--- config.mk ---
export PLATFORM = sky130hd
export DESIGN_NAME = hyperbus_trans_sched
export DESIGN_NICKNAME = d
export VERILOG_FILES = /design/src/rtl/hyperbus_trans_sched.sv
export SDC_FILE = /design/constraint.sdc
export NUM_CORES = 1
export LEC_CHECK = 0
export ABC_AREA = 1
export BUFFER_PORTS_ARGS = -buffer_cell sky130_fd_sc_hd__buf_4
export CAP_MARGIN = 10
export CELL_PAD_IN_SITES_DETAIL_PLACEMENT = 0
export CELL_PAD_IN_SITES_GLOBAL_PLACEMENT = 1
export CORE_ASPECT_RATIO = 2
export CORE_UTILIZATION = 22
export CTS_BUF_LIST = sky130_fd_sc_hd__clkbuf_4 sky130_fd_sc_hd__clkbuf_8 sky130_fd_sc_hd__clkbuf_16
export DETAILED_ROUTE_END_ITERATION = 10
export PLACE_DENSITY_LB_ADDON = 0.3
export SLEW_MARGIN = 5
export SYNTH_ARGS = -nofsm -noshare
export SYNTH_HDL_FRONTEND = slang
export SYNTH_SLANG_ARGS = --single-unit
--- constraint.sdc ---
create_clock -name clk_i -period 1.5 [get_ports clk_i]
set_clock_uncertainty 0.1 [all_clocks]
set_input_delay 0.15 -clock clk_i [delete_from_list [all_inputs] [get_ports clk_i]]
set_output_delay 0.15 -clock clk_i [all_outputs]
set_load 0.005 [all_outputs]
--- src/rtl/hyperbus_trans_sched.sv ---
// HyperBus transaction scheduler: round-robin arbitration over the front-end requesters,
// chip-select decode, one outstanding PHY transfer, and response routing back to the owner.
module hyperbus_trans_sched #(
    parameter int unsigned NumReq     = 2,
    parameter int unsigned NumChips   = 2,
    parameter int unsigned AddrWidth  = 32,
    parameter int unsigned ChipSelLsb = 23,
    parameter int unsigned BurstWidth = 16
) (
    input  logic                                 clk_i,
    input  logic                                 rst_ni,
    input  logic [NumReq-1:0]                    req_valid_i,
    output logic [NumReq-1:0]                    req_ready_o,
    input  logic [NumReq-1:0]                    req_write_i,
    input  logic [NumReq-1:0][AddrWidth-1:0]     req_addr_i,
    input  logic [NumReq-1:0][BurstWidth-1:0]    req_burst_i,
    output logic                                 trans_valid_o,
    input  logic                                 trans_ready_i,
    output logic                                 trans_write_o,
    output logic [AddrWidth-1:0]                 trans_addr_o,
    output logic [BurstWidth-1:0]                trans_burst_o,
    output logic [NumChips-1:0]                  trans_cs_o,
    input  logic                                 phy_rx_valid_i,
    input  logic                                 phy_rx_last_i,
    input  logic                                 phy_rx_error_i,
    input  logic [15:0]                          phy_rx_data_i,
    output logic                                 phy_rx_ready_o,
    input  logic                                 phy_b_valid_i,
    input  logic                                 phy_b_error_i,
    output logic                                 phy_b_ready_o,
    output logic [NumReq-1:0]                    rx_valid_o,
    output logic [NumReq-1:0]                    rx_last_o,
    output logic [NumReq-1:0]                    rx_error_o,
    output logic [15:0]                          rx_data_o,
    input  logic [NumReq-1:0]                    rx_ready_i,
    output logic [NumReq-1:0]                    b_valid_o,
    output logic [NumReq-1:0]                    b_error_o,
    input  logic [NumReq-1:0]                    b_ready_i
);

    localparam int unsigned CsW = (NumChips > 1) ? $clog2(NumChips) : 1;
    localparam int unsigned RrW = (NumReq > 1) ? $clog2(NumReq) : 1;
    localparam logic [AddrWidth-1:0] LocalMask = AddrWidth'((64'd1 << ChipSelLsb) - 64'd1);

    typedef enum logic [1:0] {StIdle, StIssue, StWait, StErr} state_e;

    state_e                state_q, state_d;
    logic [RrW-1:0]        rr_q, rr_d;
    logic [RrW-1:0]        gnt_q, gnt_d;
    logic                  write_q, write_d;
    logic [AddrWidth-1:0]  addr_q, addr_d;
    logic [BurstWidth-1:0] burst_q, burst_d;
    logic [NumChips-1:0]   cs_q, cs_d;

    logic                  found;
    logic [RrW-1:0]        win;
    logic [RrW-1:0]        cand;
    logic [AddrWidth-1:0]  win_addr;
    logic [CsW-1:0]        chip_idx;
    logic                  decode_ok;
    logic                  done;

    // Cyclic search starting at rr_q; the first valid requester wins.
    always_comb begin
        found = 1'b0;
        win   = '0;
        cand  = '0;
        for (int i = 0; i < int'(NumReq); i++) begin
            cand = RrW'((int'(rr_q) + i) % int'(NumReq));
            if (!found && req_valid_i[cand]) begin
                found = 1'b1;
                win   = cand;
            end
        end
    end

    assign win_addr  = req_addr_i[win];
    assign chip_idx  = win_addr[ChipSelLsb +: CsW];
    assign decode_ok = (32'(chip_idx) < NumChips) && (req_burst_i[win] != '0);

    always_comb begin
        state_d        = state_q;
        rr_d           = rr_q;
        gnt_d          = gnt_q;
        write_d        = write_q;
        addr_d         = addr_q;
        burst_d        = burst_q;
        cs_d           = cs_q;
        done           = 1'b0;
        req_ready_o    = '0;
        phy_rx_ready_o = 1'b0;
        phy_b_ready_o  = 1'b0;
        rx_valid_o     = '0;
        rx_last_o      = '0;
        rx_error_o     = '0;
        rx_data_o      = '0;
        b_valid_o      = '0;
        b_error_o      = '0;
        case (state_q)
            StIdle: begin
                if (found) begin
                    req_ready_o[win] = 1'b1;
                    gnt_d   = win;
                    write_d = req_write_i[win];
                    addr_d  = win_addr & LocalMask;
                    burst_d = req_burst_i[win];
                    if (decode_ok) begin
                        cs_d    = NumChips'(1) << chip_idx;
                        state_d = StIssue;
                    end else begin
                        cs_d    = '0;
                        state_d = StErr;
                    end
                end
            end
            StIssue: begin
                if (trans_ready_i) state_d = StWait;
            end
            StWait: begin
                phy_rx_ready_o    = rx_ready_i[gnt_q];
                phy_b_ready_o     = b_ready_i[gnt_q];
                rx_valid_o[gnt_q] = phy_rx_valid_i;
                rx_last_o[gnt_q]  = phy_rx_last_i;
                rx_error_o[gnt_q] = phy_rx_error_i;
                rx_data_o         = phy_rx_data_i;
                b_valid_o[gnt_q]  = phy_b_valid_i;
                b_error_o[gnt_q]  = phy_b_error_i;
                done = write_q ? (phy_b_valid_i & b_ready_i[gnt_q])
                               : (phy_rx_valid_i & rx_ready_i[gnt_q] & phy_rx_last_i);
            end
            StErr: begin
                // Local error answer; the PHY never sees this request.
                if (write_q) begin
                    b_valid_o[gnt_q] = 1'b1;
                    b_error_o[gnt_q] = 1'b1;
                    done = b_ready_i[gnt_q];
                end else begin
                    rx_valid_o[gnt_q] = 1'b1;
                    rx_last_o[gnt_q]  = 1'b1;
                    rx_error_o[gnt_q] = 1'b1;
                    done = rx_ready_i[gnt_q];
                end
            end
            default: state_d = StIdle;
        endcase
        if (done) begin
            state_d = StIdle;
            rr_d    = (gnt_q == RrW'(NumReq - 1)) ? '0 : gnt_q + RrW'(1);
        end
    end

    always_ff @(posedge clk_i or negedge rst_ni) begin
        if (!rst_ni) begin
            state_q <= StIdle;
            rr_q    <= '0;
            gnt_q   <= '0;
            write_q <= 1'b0;
            addr_q  <= '0;
            burst_q <= '0;
            cs_q    <= '0;
        end else begin
            state_q <= state_d;
            rr_q    <= rr_d;
            gnt_q   <= gnt_d;
            write_q <= write_d;
            addr_q  <= addr_d;
            burst_q <= burst_d;
            cs_q    <= cs_d;
        end
    end

    assign trans_valid_o = (state_q == StIssue);
    assign trans_write_o = write_q;
    assign trans_addr_o  = addr_q;
    assign trans_burst_o = burst_q;
    assign trans_cs_o    = cs_q;

    a_no_stray_phy_rsp: assert property (@(posedge clk_i) disable iff (!rst_ni)
        (state_q != StWait) |-> !(phy_rx_valid_i || phy_b_valid_i));

endmodule

# Word level (Yosys, flattened, before mapping)
# Cells that the tools add are included.
[classes]
add_sub_neg = 2
magnitude_cmp = 6
n_mux = 44
eq_ne = 5
n_bitwise = 8
shifts = 1
n_reduce_logical = 9
[op_table]
columns = ["operator", "n"]
rows = [
  ["16-bit two-way mux", 3],
  ["24-bit two-way mux", 2],
  ["2-bit one-hot mux with 2 select lines", 6],
  ["1-bit two-way mux", 21],
  ["2-bit two-way mux", 9],
  ["16-bit nonzero test", 1],
  ["2-bit bitwise AND", 5],
  ["1-bit by 2-bit < comparator with 1-bit output (second input constant)", 4],
  ["2-bit equality test (second input constant)", 2],
  ["1-bit bitwise AND", 3],
  ["1-bit logical AND", 3],
  ["3-bit by 1-bit inequality test with 1-bit output (second input constant)", 1],
  ["3-bit inequality test (second input constant)", 1],
  ["3-bit AND reduction", 1],
  ["3-bit nonzero test", 1],
  ["1-bit adder (second input constant)", 2],
  ["1-bit demux with 1-bit select", 2],
  ["2-bit by 1-bit equality test with 1-bit output (second input constant)", 1],
  ["1-bit >= comparator (second input constant)", 2],
  ["2-bit logical NOT", 1],
  ["1-bit one-hot mux with 2 select lines", 1],
  ["2-bit AND reduction", 1],
  ["1-bit by 1-bit left shift with 2-bit output (first input constant)", 1],
  ["1-bit logical NOT", 1],
]
[word_totals]
inputBits = 128
out_inout_bits = 82
ff_bits = 46

# Logic depth before layout (Yosys ltp)
[logic_depth]
depth_word = 13
mapped_depth = 12

# Worst setup path after synthesis
# No wires, ideal clock.
[synth_timing]
path_kind = "register to register"
startpoint = "register rr_q"
endpoint = "register cs_q[0], in the netlist trans_cs_o[0]"
setup_time_ps = 118
stages_incl_launch_ff = 13
period_less_slack_ps = 1456
setup_slack_ps = 44
n_path_buf = 1
t_arrival_ps = 1238
cell_sequence = "dfrtp_1 -> inv_1 -> nand2_2 -> nand2_2 -> buf_6 -> nand2_1 -> nand2_1 -> nor2_1 -> nand2_1 -> nor2_1 -> nand2_1 -> nand3_1 -> nand2_1"
[synth_via]
elab_chain_cells = 10
word_cells_on_any_way = 19
[synth_lines]
columns = ["element", "line_no", "source"]
rows = [
  ["start: declaration", "48", "logic [RrW-1:0] rr_q, rr_d;"],
  ["start signal: assignment", "163", "rr_q <= rr_d;"],
  ["1-bit two-way mux (not written as such) (2 in a row)", "70", "if (!found && req_valid_i[cand]) begin"],
  ["1-bit two-way mux", "70", ""],
  ["1-bit logical NOT", "70", ""],
  ["1-bit logical AND", "70", ""],
  ["1-bit two-way mux", "70", ""],
  ["16-bit two-way mux (not written as such) / 24-bit two-way mux (equally long branches) (2 in a row)", "79, 77", ""],
  ["16-bit nonzero test / 1-bit by 1-bit left shift with 2-bit output (equally long branches)", "79, 108", ""],
  ["2-bit two-way mux", "107", "if (decode_ok) begin"],
  ["end signal: assignment", "168", "cs_q <= cs_d;"],
  ["end: declaration", "53", "logic [NumChips-1:0] cs_q, cs_d;"],
]
# Parallel ways exist; a longest one is shown, timed or not. The select of a mux whose other input is x is not followed.
# A chain may end at the register's enable or synchronous reset.

# Final worst setup path
[layout_timing]
startpoint = "register state_q[0]"
endpoint = "output req_ready_o[0]"
[layout_via]
elab_chain_cells = 2
[layout_lines]
columns = ["element", "line_no", "source"]
rows = [
  ["start: declaration", "47", "state_e state_q, state_d;"],
  ["start signal: assignment", "154", "state_q <= StIdle;"],
  ["start signal: assignment", "162", "state_q <= state_d;"],
  ["2-bit logical NOT", "99", "case (state_q)"],
  ["2-bit two-way mux", "99", ""],
  ["end: declaration", "13", "output logic [NumReq-1:0] req_ready_o,"],
]
# Every way passes these cells.

==> qor.yml <==
run_status:
  status: "finished with violations"
  violations: "setup timing"
routing:
  dr_total_vias: 3536
  wl_per_cell_um: 14.3
  post_drt_via_cell_ratio: 4.46
  drt-pass1-iter-count: 4
  drc: 0
  drt-total-wl_mm: 11.3
  antenna_left: 0
  drt_iter0_drc: 80
global_route:
  grt_start_max_net_pins: 47
  grt_pass1_vias: 3542
  grt_first_pass_wirelength_mm: 16.5
  track_usage: 0.176
  antenna_found_initial: 0
  overflow: 0
sta:
  finalHoldViolations: 0
  layout_setup_ws_ns: -0.178
  finalCritPeriodShare: 1.12
  rsz0062_at_grt: "true"
  finalSetupViolCount: 77
  tightest_slew_ns: 0.619
  period_needed_ns: 1.68
  tns_ns: -6.74
  drv_slew: 0
  slew_headroom: 0.587
  max_freq_mhz: 596
  hold_ws_ns: 0.0265
layout:
  final_cells: 793
  drive_gt1_frac: 0.495
  fin_util: 0.494
  area_growth_pct: 118
  antenna_cells: 0
  final_nets: 779
pwr:
  cellLeakagePower_nw: 2.89
  p_per_area_nw_per_um2: 1600
  ir_drop_uv: 658
clock_network:
  tritoncts: "built"
  cts_buffers: 5
  cts_max_level: 2
  clkLatencyLatePin_ns: 0.29
  path_clk_slew_ns: 0.07
  cts-root-buf: "clkbuf_16"
  cts.sink_count: 46
  clock_path_buffers: 2
setup_path:
  cp.arrival_ns: 1.43
  worstSetupPathType: "flop to output pin"
  end_kind: "output pin"
  startpoint_type: "flop"
  crit_fanout: 3
  r2r_setup_slack_ns: -0.14
  required_ns: 1.25
yosys:
  synth_edf_count: 0
  synth.most_common_cell: "nand2_1"
  synth_flop_cell: "dfrtp_1"
  syn_area_per_cell_sq_um: 6.95
  synth.cell_area_sq_um: 2580
  yosysSeqAreaShare: 0.447
  synth-async-reset-ratio: 1.00
  synth_cells: 371
  ys_types: 24
  yosys.area.top_type: "dfrtp_1"
  yosys-top-cells-area: "dfrtp_1 45%, nand2_1 19%, nand3_1 7.8%, nor2_1 7.6%, inv_1 4.4%"
  ys_ff_latch: 46
  synth_top_area_frac: 0.447
  yosysWarnings: 0
  synth_commonest_cells: "132 x nand2_1, 52 x nor2_1, 46 x dfrtp_1"
floorplanning:
  die_h_um: 155
  die_w_um: 78.5
  coreArea_sq_um: 11400
  start_util: 0.227
  dieArea_sq_um: 12200
  rows: 55
  ios: 210
place:
  io_buffers: 184
  dp.cells: 719
  pre_cts_ws_ns: -0.191
  gp_congestion: 0.843
  dpl.hpwl_mm: 7.79
job:
  drv_cap: 0
min_path:
  min_path_type: "input port to flop"
==> flip-flops by register name, summed over array words and instances (netlist names) <==
signal / count
trans_burst_o: 16
gnt_q: 1
trans_addr_o: 23
rr_q: 1
trans_write_o: 1
trans_cs_o: 2
state_q: 2
==> power breakdown <==
part / switching, mW / internal (mW) / leakage, nW
Clock: 0.488 / 0.824 / 0.0829
Combinational: 2.44 / 2.92 / 2.27
Sequential: 0.437 / 1.88 / 0.542
Total: 3.37 / 5.63 / 2.89
==> per-stage QoR <==
step	power (mW)	cell area, sq um
floorplan	4.05	2610
global placement	6.52	4390
detailed placement	6.56	4390
CTS	8.41	5220
global route	9.65	5610
finish	8.99	5610
==> critical path, cell delays in order, from the launching register on <==
cell and delay [ns]:
dfrtp_1 0.43, buf_6 0.14, nor2_4 0.09, inv_4 0.06
nor2_4 0.10, nand2_2 0.06, inv_2 0.08, buf_12 0.10
buf_6 0.08
==> repair_timing <==
item                                   CTS  global route
endpoints found under the hold margin   70             0
resized for setup                       50            65
setup buffers                            6             8
hold buffers                            49             0
setup endpoints to repair               47            75
pin swaps                                7            22
gates cloned                             0             5
==> routing by layer <==
| metal | share of wire | GRT usage | wire length (um) |
|---|---|---|---|
| met4 | 0.029 | 0.0785 | 334 |
| met3 | 0.050 | 0.0305 | 570 |
| met1 | 0.31 | 0.151 | 3550 |
| met5 | 0 | 0 | 0 |
| met2 | 0.61 | 0.369 | 6890 |
==> worst paths after layout <==
check                                      start          endpoint  cells past startpoint
max in group asynchronous                 rst_ni        state_q[1]                      2
worst min register to register  trans_addr_o[22]  trans_addr_o[22]                      2
worst max-delay path                  state_q[0]    req_ready_o[0]                      8
worst max register to register        state_q[0]     trans_write_o                      9
worst min-delay path              req_burst_i[0]  trans_burst_o[0]                      3
min in group asynchronous                 rst_ni  trans_addr_o[13]                      2
==> kinds of logic (layout without fill, tap and decap cells) <==
kind of cell           Yosys count  after routing  share of synthesized area
AOI/OAI and AO/OA               36             36                     0.0825
buffers and inverters           58            330                      0.104
DFF                             46             46                      0.447
muxes                            2              2                    0.00777
other                            1              9                    0.00145
and+or+nand+nor                228            228                      0.357
==> placed cells by master (no fill, tap or decap), types with 2 or more instances in the layout <==
| master | count |
|---|---|
| a21oi_1 | 2 |
| a31oi_1 | 16 |
| buf_12 | 7 |
| buf_4 | 216 |
| buf_6 | 11 |
| buf_8 | 3 |
| clkbuf_16 | 8 |
| conb_1 | 9 |
| dfrtp_1 | 45 |
| dlygate4sd3_1 | 49 |
| inv_1 | 25 |
| inv_2 | 6 |
| inv_4 | 2 |
| nand2_1 | 100 |
| nand2_2 | 23 |
| nand2_4 | 11 |
| nand3_1 | 32 |
| nand3_2 | 6 |
| nand3_4 | 2 |
| nor2_1 | 37 |
| nor2_2 | 10 |
| nor2_4 | 7 |
| o21ai_0 | 3 |
| o21ai_1 | 6 |
| o21ai_2 | 3 |
==> area by class of cell <==
type | count | area [sq um]
multi-input combinational | 275 | 1480
fill | 1136 | 5750
timing repair buffer | 289 | 2500
tap | 142 | 178
clock inverter | 1 | 30.0
clock buffer | 6 | 139
inverter | 34 | 138
sequential | 46 | 1150
(Power assumes the default switching activity.)
